**src/rtl/parity_arb_pkg.sv**
```systemverilog
// Shared types, default parameters and the parity rule for parity_check_arbiter.
package parity_arb_pkg;

  localparam int PARITY_ARB_N_REQ_DEF     = 4;
  localparam int PARITY_ARB_DATA_W_DEF    = 8;
  localparam int PARITY_ARB_ERR_CNT_W_DEF = 8;

  // Widest byte lane the parity helper accepts; callers zero-extend, which
  // leaves the XOR reduction unchanged.
  localparam int PARITY_ARB_MAX_DATA_W    = 64;

  typedef enum logic [1:0] {
    IDLE  = 2'd0,
    CHECK = 2'd1,
    RESP  = 2'd2
  } parity_arb_state_e;

  // Even parity across data and parity bit: 1 means the byte arrived intact.
  function automatic logic parity_even_ok(
    input logic [PARITY_ARB_MAX_DATA_W-1:0] data,
    input logic                             parity
  );
    return ~(^data ^ parity);
  endfunction

endpackage

```
**src/rtl/parity_rr_arbiter.sv**
```systemverilog
// Combinational round-robin picker: first asserted request at or after ptr,
// wrapping modulo N_REQ. The pointer register lives in the parent.
module parity_rr_arbiter
  import parity_arb_pkg::*;
#(
  parameter  int N_REQ = PARITY_ARB_N_REQ_DEF,
  localparam int IDW   = $clog2(N_REQ)
) (
  input  logic [N_REQ-1:0] req,
  input  logic [IDW-1:0]   ptr,
  input  logic             en,
  output logic [N_REQ-1:0] gnt,
  output logic [IDW-1:0]   gnt_id,
  output logic             any
);

  // Scan N_REQ positions starting at ptr; the first hit wins.
  always_comb begin
    logic [IDW-1:0] idx;
    gnt    = '0;
    gnt_id = '0;
    any    = 1'b0;
    idx    = '0;
    for (int k = 0; k < N_REQ; k++) begin
      idx = IDW'((int'(ptr) + k) % N_REQ);
      if (en && !any && req[idx]) begin
        gnt[idx] = 1'b1;
        gnt_id   = idx;
        any      = 1'b1;
      end
    end
  end

endmodule

```
**src/rtl/parity_check_arbiter.sv**
```systemverilog
// Round-robin arbiter sharing one parity checker among N_REQ byte sources.
// Optional per-requester saturating parity-error counters are built only when
// the macro PARITY_ARB_ERR_CNT_EN is defined; otherwise err_cnt reads 0 and
// err_clr is ignored.
module parity_check_arbiter
  import parity_arb_pkg::*;
#(
  parameter  int N_REQ     = PARITY_ARB_N_REQ_DEF,
  parameter  int DATA_W    = PARITY_ARB_DATA_W_DEF,
  parameter  int ERR_CNT_W = PARITY_ARB_ERR_CNT_W_DEF,
  localparam int IDW       = $clog2(N_REQ)
) (
  input  logic                       clk,
  input  logic                       rst_n,
  input  logic [N_REQ-1:0]           req_valid,
  input  logic [N_REQ*DATA_W-1:0]    req_data,
  input  logic [N_REQ-1:0]           req_parity,
  output logic [N_REQ-1:0]           req_ready,
  output logic                       rsp_valid,
  input  logic                       rsp_ready,
  output logic [IDW-1:0]             rsp_id,
  output logic [DATA_W-1:0]          rsp_data,
  output logic                       rsp_ok,
  output logic                       busy,
  input  logic                       err_clr,
  output logic [N_REQ*ERR_CNT_W-1:0] err_cnt
);

  parity_arb_state_e state_q;
  logic [IDW-1:0]    rr_ptr_q;
  logic              rsp_valid_q;
  logic [IDW-1:0]    rsp_id_q;
  logic [DATA_W-1:0] rsp_data_q;
  logic              rsp_ok_q;

  // Capture registers hold the accepted byte across the CHECK cycle.
  logic [DATA_W-1:0] cap_data_q;
  logic              cap_par_q;
  logic [IDW-1:0]    cap_id_q;

  logic [N_REQ-1:0]  arb_gnt;
  logic [IDW-1:0]    arb_id;
  logic              arb_any;
  logic [DATA_W-1:0] gnt_data;
  logic              gnt_par;
  logic [IDW-1:0]    ptr_nxt;
  logic              check_ok;

  // Grant only in IDLE, so req_ready depends on req_valid and rr_ptr alone.
  parity_rr_arbiter #(.N_REQ(N_REQ)) u_arb (
    .req    (req_valid),
    .ptr    (rr_ptr_q),
    .en     (state_q == IDLE),
    .gnt    (arb_gnt),
    .gnt_id (arb_id),
    .any    (arb_any)
  );

  assign req_ready = arb_gnt;

  // One-hot mux of the granted requester's byte and parity bit.
  always_comb begin
    gnt_data = '0;
    gnt_par  = 1'b0;
    for (int i = 0; i < N_REQ; i++) begin
      if (arb_gnt[i]) begin
        gnt_data = gnt_data | req_data[i*DATA_W +: DATA_W];
        gnt_par  = gnt_par | req_parity[i];
      end
    end
  end

  assign ptr_nxt  = (arb_id == IDW'(N_REQ - 1)) ? '0 : arb_id + IDW'(1);
  assign check_ok = parity_even_ok(PARITY_ARB_MAX_DATA_W'(cap_data_q), cap_par_q);

  // Accepted byte is latched on the handshake; contents are don't-care otherwise.
  always_ff @(posedge clk) begin
    if (arb_any) begin
      cap_data_q <= gnt_data;
      cap_par_q  <= gnt_par;
      cap_id_q   <= arb_id;
    end
  end

  // Control FSM: IDLE accepts, CHECK evaluates and loads the response, RESP holds until taken.
  always_ff @(posedge clk or negedge rst_n) begin
    if (!rst_n) begin
      state_q     <= IDLE;
      rr_ptr_q    <= '0;
      rsp_valid_q <= 1'b0;
      rsp_id_q    <= '0;
      rsp_data_q  <= '0;
      rsp_ok_q    <= 1'b0;
    end else begin
      unique case (state_q)
        IDLE: begin
          if (arb_any) begin
            rr_ptr_q <= ptr_nxt;
            state_q  <= CHECK;
          end
        end
        CHECK: begin
          rsp_data_q  <= cap_data_q;
          rsp_id_q    <= cap_id_q;
          rsp_ok_q    <= check_ok;
          rsp_valid_q <= 1'b1;
          state_q     <= RESP;
        end
        RESP: begin
          if (rsp_ready) begin
            rsp_valid_q <= 1'b0;
            state_q     <= IDLE;
          end
        end
        default: state_q <= IDLE;
      endcase
    end
  end

  assign rsp_valid = rsp_valid_q;
  assign rsp_id    = rsp_id_q;
  assign rsp_data  = rsp_data_q;
  assign rsp_ok    = rsp_ok_q;
  assign busy      = (state_q != IDLE);

`ifdef PARITY_ARB_ERR_CNT_EN
  logic [N_REQ-1:0][ERR_CNT_W-1:0] err_cnt_q;
  logic [N_REQ-1:0][ERR_CNT_W-1:0] err_cnt_d;

  // Clear has priority; a failed check bumps its requester's count, saturating.
  always_comb begin
    err_cnt_d = err_cnt_q;
    if (err_clr) begin
      err_cnt_d = '0;
    end else if (state_q == CHECK && !check_ok && err_cnt_q[cap_id_q] != '1) begin
      err_cnt_d[cap_id_q] = err_cnt_q[cap_id_q] + ERR_CNT_W'(1);
    end
  end

  // Counter state updates on the same edge that raises rsp_valid.
  always_ff @(posedge clk or negedge rst_n) begin
    if (!rst_n) begin
      err_cnt_q <= '0;
    end else begin
      err_cnt_q <= err_cnt_d;
    end
  end

  assign err_cnt = err_cnt_q;
`else
  logic unused_err_clr;
  assign unused_err_clr = err_clr;
  assign err_cnt        = '0;
`endif

endmodule

```
**config.mk**
```make
export PLATFORM = sky130hd
export DESIGN_NAME = parity_check_arbiter
export DESIGN_NICKNAME = d
export VERILOG_FILES = /design/src/rtl/parity_arb_pkg.sv /design/src/rtl/parity_rr_arbiter.sv /design/src/rtl/parity_check_arbiter.sv
export SDC_FILE = /design/constraint.sdc
export NUM_CORES = 1
export LEC_CHECK = 0
export ABC_AREA = 1
export CELL_PAD_IN_SITES_DETAIL_PLACEMENT = 0
export CELL_PAD_IN_SITES_GLOBAL_PLACEMENT = 1
export CORE_ASPECT_RATIO = 0.75
export CORE_MARGIN = 5
export CORE_UTILIZATION = 31
export DETAILED_ROUTE_END_ITERATION = 7
export PLACE_DENSITY = 0.93
export SETUP_SLACK_MARGIN = 0.02
export SYNTH_ARGS = -nofsm -noshare
export SYNTH_HDL_FRONTEND = slang
export SYNTH_HIERARCHICAL = 1
export SYNTH_SLANG_ARGS = --single-unit
```
**constraint.sdc**
```tcl
create_clock -name clk -period 7.2 [get_ports clk]
set_input_delay 1.44 -clock clk [delete_from_list [all_inputs] [get_ports clk]]
set_output_delay 1.44 -clock clk [all_outputs]
set_load 0.01 [all_outputs]
```
### Word-level counts from Yosys, hierarchy flattened

Cells that the tools add are included.

| cells by class | value |
|---|---|
| $add $sub $neg | 4 |
| $lt $le $gt $ge | 8 |
| equal/unequal tests | 5 |
| mux-type cells | 42 |
| bitwise gates (word level) | 11 |
| reduce and logical (&&, ||, !) cells | 21 |

Operators by type and width:

| operator | count |
|---|---|
| 64-bit parity | 1 |
| 8-bit 2-to-1 mux | 4 |
| 8-bit OR | 3 |
| 1-bit 2-to-1 mux | 17 |
| 4-bit 2-to-1 mux | 4 |
| 2-bit 2-to-1 mux | 7 |
| 2-bit by 3-bit < comparator with 1-bit output (second input constant) | 4 |
| 4-bit OR | 3 |
| 1-bit logical AND | 11 |
| 1-bit binary-select mux with 2-bit select | 4 |
| 1-bit demux with 2-bit select | 4 |
| 2-bit by 1-bit greater-or-equal comparator with 1-bit output (second input constant) | 4 |
| 2-bit case mux with 3 select lines | 1 |
| 2-bit AND reduction | 3 |
| 2-bit by 1-bit adder with 2-bit output (second input constant) | 2 |
| 2-bit adder (second input constant) | 2 |
| 2-bit == test (second input constant) | 2 |
| 2-bit != test (second input constant) | 2 |
| 2-bit nonzero test | 2 |
| 1-bit logical NOT | 3 |
| 1-bit OR | 3 |
| 2-bit by 1-bit == test with 1-bit output (second input constant) | 1 |
| 2-bit logical NOT | 1 |
| 1-bit case mux with 2 select lines | 1 |
| 2 further kinds | 2 |

| word-level totals | value |
|---|---|
| bits in registers | 27 |
| bits of input ports | 44 |
| output and inout port bits | 49 |
| word-level logic and storage cells | 100 |

### Depth between registers and ports, before layout

| logic depth | value |
|---|---|
| word-level depth | 23 |
| mapped depth | 12 |
| gate-level depth less buffers | 12 |

### Modules after synthesis

Netlist, hierarchy kept.

Modules (own cells, without submodules):

| module | instances | cells each | area each (um^2) | sequential area each (um^2) |
|---|---|---|---|---|
| parity_check_arbiter | 1 | 187 | 1542.7 | 730.7 |
| parity_rr_arbiter | 1 | 92 | 543.0 | 0.0 |

### Worst setup path before layout

No wires, ideal clock.

| timing | value |
|---|---|
| path kind | input port to output port |
| start point | input port req_valid[0] |
| end point | output port req_ready[1] |
| data arrival time | 2.166 ns |
| required time | 5.760 ns |
| slack | 3.594 ns |
| cell stages on the path | 6 |
| buffers on the path | 0 |
| path through | nand2_1 nand2_1 nor2_1 nor2_1 nand4_1 nand2_1 |

| between the ends | value |
|---|---|
| longest elaborated chain between the ends | 16 |
| elaborated cells on any way between the ends | 28 |
| those cells by class | 15 x mux; 3 x bitwise; 10 x reduce/logical |

Ends and longest elaborated chain:

| what | RTL line | text |
|---|---|---|
| start: declaration | parity_check_arbiter.sv:15 | `input logic [N_REQ-1:0] req_valid,` |
| 1-bit binary-select mux with 2-bit select | parity_rr_arbiter.sv:26 | `if (en && !any && req[idx]) begin` |
| 1-bit 2-to-1 mux (not written as such) | parity_rr_arbiter.sv:26 |  |
| 1-bit logical AND | parity_rr_arbiter.sv:26 |  |
| 1-bit 2-to-1 mux | parity_rr_arbiter.sv:26 |  |
| 1-bit logical NOT | parity_rr_arbiter.sv:26 |  |
| 1-bit logical AND (2 in series) | parity_rr_arbiter.sv:26 |  |
| 1-bit 2-to-1 mux | parity_rr_arbiter.sv:26 |  |
| 1-bit logical NOT | parity_rr_arbiter.sv:26 |  |
| 1-bit logical AND (2 in series) | parity_rr_arbiter.sv:26 |  |
| 1-bit 2-to-1 mux | parity_rr_arbiter.sv:26 |  |
| 1-bit logical NOT | parity_rr_arbiter.sv:26 |  |
| 1-bit logical AND (2 in series) | parity_rr_arbiter.sv:26 |  |
| 4-bit 2-to-1 mux (*) | parity_rr_arbiter.sv:26 |  |
| end: declaration | parity_check_arbiter.sv:18 | `output logic [N_REQ-1:0] req_ready,` |

Mark *: on every way between the ends. The rest lies on a longest branch, timed or not. The select of a mux whose other input is x is not followed.

### Worst setup path in the final report

| timing | value |
|---|---|
| start point | input port req_valid[0] |
| end point | output port req_ready[3] |

Same word-level chain as after synthesis.

==> flow_summary.toml <==
[status]
status = "complete, no violations"

[floorplanning]
die_w_um = 104.7
ios = 93
rows = 25
dieArea_sq_um = 8486
die_h_um = 81.04
coreArea_sq_um = 6412
start_util_pct = 32.53

[clock_tree]
cts_buffers = 3
clockBufferDepth = 2
cts.clk_slew.worst_paths_ns = 0.10
cts-hold-fix-buffers = 0
clk_latency_ns = 0.27
cts.sinks = 27
cts_root_buf = "clkbuf_8"
cts_tree = "yes"
postCtsSetupBuffers = 0
cts-htree-levels = 1
cts_resized = 0

[setup_path]
crit_type = "input port to output port"
worst_setup_path_start_kind = "input port"
endpoint_kind = "output port"
crit_path_cell_trace = "clkdlybuf4s50_1, nand2_1, nand2_1, nor2_1, nor2_1, nand4_1, nand2_1, clkdlybuf4s50_1"
crit_path_frequent_cell = "nand2_1"
crit_arrival_ns = 3.73
cp_slowest_stage_delay_ns = 0.62
slowest_stage = "clkdlybuf4s50_1"
crit_required_ns = 5.76
cp_max_fo = 10

[route]
drtAntennaViolNets = 0
via_count = 1836
wirelength_um = 5002
wl_per_cell_um = 12.00
drc = 0
viasPerCell = 4.403
firstDrtPassIters = 4
drt_iter0_drc = 117

[cells_and_area]
n_fill_cell = 643
final_common_cell = "nand2_1"
multi_input_area_sq_um = 1101
final_nets = 390
seq_area_sq_um = 730.7
drive_above_1_share_pct = 7.440
layout_common_cells = "112 x nand2_1, 59 x clkdlybuf4s50_1, 32 x conb_1"
n_antenna_cell = 0
finalNonFillerCells = 417
syn_to_final_growth_pct = 28.25

[logic_synthesis]
yosys_warnings = 6
synthesis.area_sq_um = 2086
ys_seq_elements = 27
ys_seq_area_share_pct = 35.03
syn_area_per_cell_sq_um = 7.476
syn_inst = 279
synth_cell_types = 29

[sta]
max_freq_ghz = 0.1935
period_share_pct = 71.78
setup_tns_ns = 0
worstMarginPinSlew_ns = 0.7067
min_period_ns = 5.168
relSlewSlack_pct = 52.74
final-setup-viol-count = 0
hold_viol = 0
grt_setup_unrepaired = "no"
slew_violations = 0
setup_ws_ns = 2.032
skew_ns = 0.005770

[global_route]
grt_overflow_total = 0
grt_use_total_pct = 11.65
antenna_found_initial = 0
grt_pass1_wl_um = 8217
grt_max_degree = 19
first_global_vias = 1807

[flow_run]
maxCapViolations = 0

[power_and_ir_drop]
p_leak_nw = 1.282
p_per_area_nw_per_um2 = 443.9
peakVddDrop_uv = 146.2
p_total_mw = 1.187

[placed_design]
placed_cells = 413
dp_hpwl_um = 4117
dp_slack_ns = 2.005
place.gp.congestion = 0.8624
io_buffers = 59

[worst_hold_path]
hold_path_class = "register to register"
[worst paths after layout]
check,cells past startpoint,startpoint,endpoint,slack [ns]
worst min register to register,2,cap_id_q[0],rsp_id[0],0.45
max in group asynchronous,1,rst_n,rsp_data[1],5.17
worst max register to register,9,rr_ptr_q[1],rr_ptr_q[0],4.22
worst max-delay path,8,req_valid[0],req_ready[3],2.03
min in group asynchronous,1,rst_n,rsp_id[1],1.58
worst min-delay path,2,cap_id_q[0],rsp_id[0],0.45
[routing by layer]
layer	global-route usage (%)	vias up	share of wire, %
li1	-	943	-
met1	15.00	823	43
met2	20.10	64	48
met3	2.621	6	7.9
met4	2.810	0	1.5
met5	0	-	0
[cell type report]
cell class	count	area share, %
Multi-Input combinational cell	219	41.16
Sequential cell	27	27.32
Timing Repair Buffer	59	22.08
Inverter	27	3.882
Tap cell	81	3.789
Clock buffer	3	1.543
Clock inverter	1	0.2339
[synthesized netlist by cell type, drive strengths merged]
| master | n | area share (%) |
|---|---|---|
| nand3 | 15 | 6.5 |
| a21oi | 1 | 0.24 |
| clkbuf | 3 | 0.54 |
| nand2 | 116 | 22 |
| conb | 1 | 0.18 |
| nand4 | 19 | 5.7 |
| nor2 | 10 | 2.4 |
| buf | 34 | 12 |
| o21ai | 10 | 3.1 |
| nor3 | 4 | 0.96 |
| nand3b | 1 | 0.36 |
| dfrtp | 16 | 19 |
| inv | 27 | 5.0 |
| edfxtp | 11 | 16 |
| o31ai | 1 | 0.36 |
| ha | 9 | 5.4 |
| xor2 | 1 | 0.42 |
[cell families (layout without fill, tap and decap cells)]
family,count (synthesis),after routing,synth area share [%]
AND/OR/NAND/NOR,165,165,37.49
buffers and inverters,64,90,17.76
flip-flops,27,27,35.03
AO/OA/AOI/OAI,12,12,3.719
adder cells (fa/ha/maj),9,9,5.399
other,1,32,0.1798
XOR/XNOR,1,1,0.4200
[sequential cells by signal, indices dropped and copies added, names as in the netlist]
| name | cells |
|---|---|
| cap_data_q | 8 |
| rsp_data | 8 |
| cap_id_q | 2 |
| rr_ptr_q | 2 |
| rsp_id | 2 |
| state_q | 2 |
| cap_par_q | 1 |
| rsp_ok | 1 |
| rsp_valid | 1 |
[report_power, final]
group / internal [mW] / leakage, nW / switching, mW
clock: 0.0395 / 0.0260 / 0.0475
sequential: 0.277 / 0.316 / 0.0577
combinational: 0.281 / 0.940 / 0.485
[stage by stage]
step / area, sq um / util, % / hold slack, ns
2_1_floorplan: 2202 / - / 0.4255
3_3_place_gp: 2628 / 40.98 / 0.4408
3_5_place_dp: 2628 / 40.98 / 0.4406
4_1_cts: 2675 / 41.72 / 0.4516
5_1_grt: 2675 / 41.72 / 0.4853
6_report: 2675 / 41.72 / 0.4506
[critical path: cells and delay by family]
kind / cells / cell delay, ns
buf+inv: 2 / 1.12
simple gates: 6 / 1.16
Power figures use the tool's default switching activity.
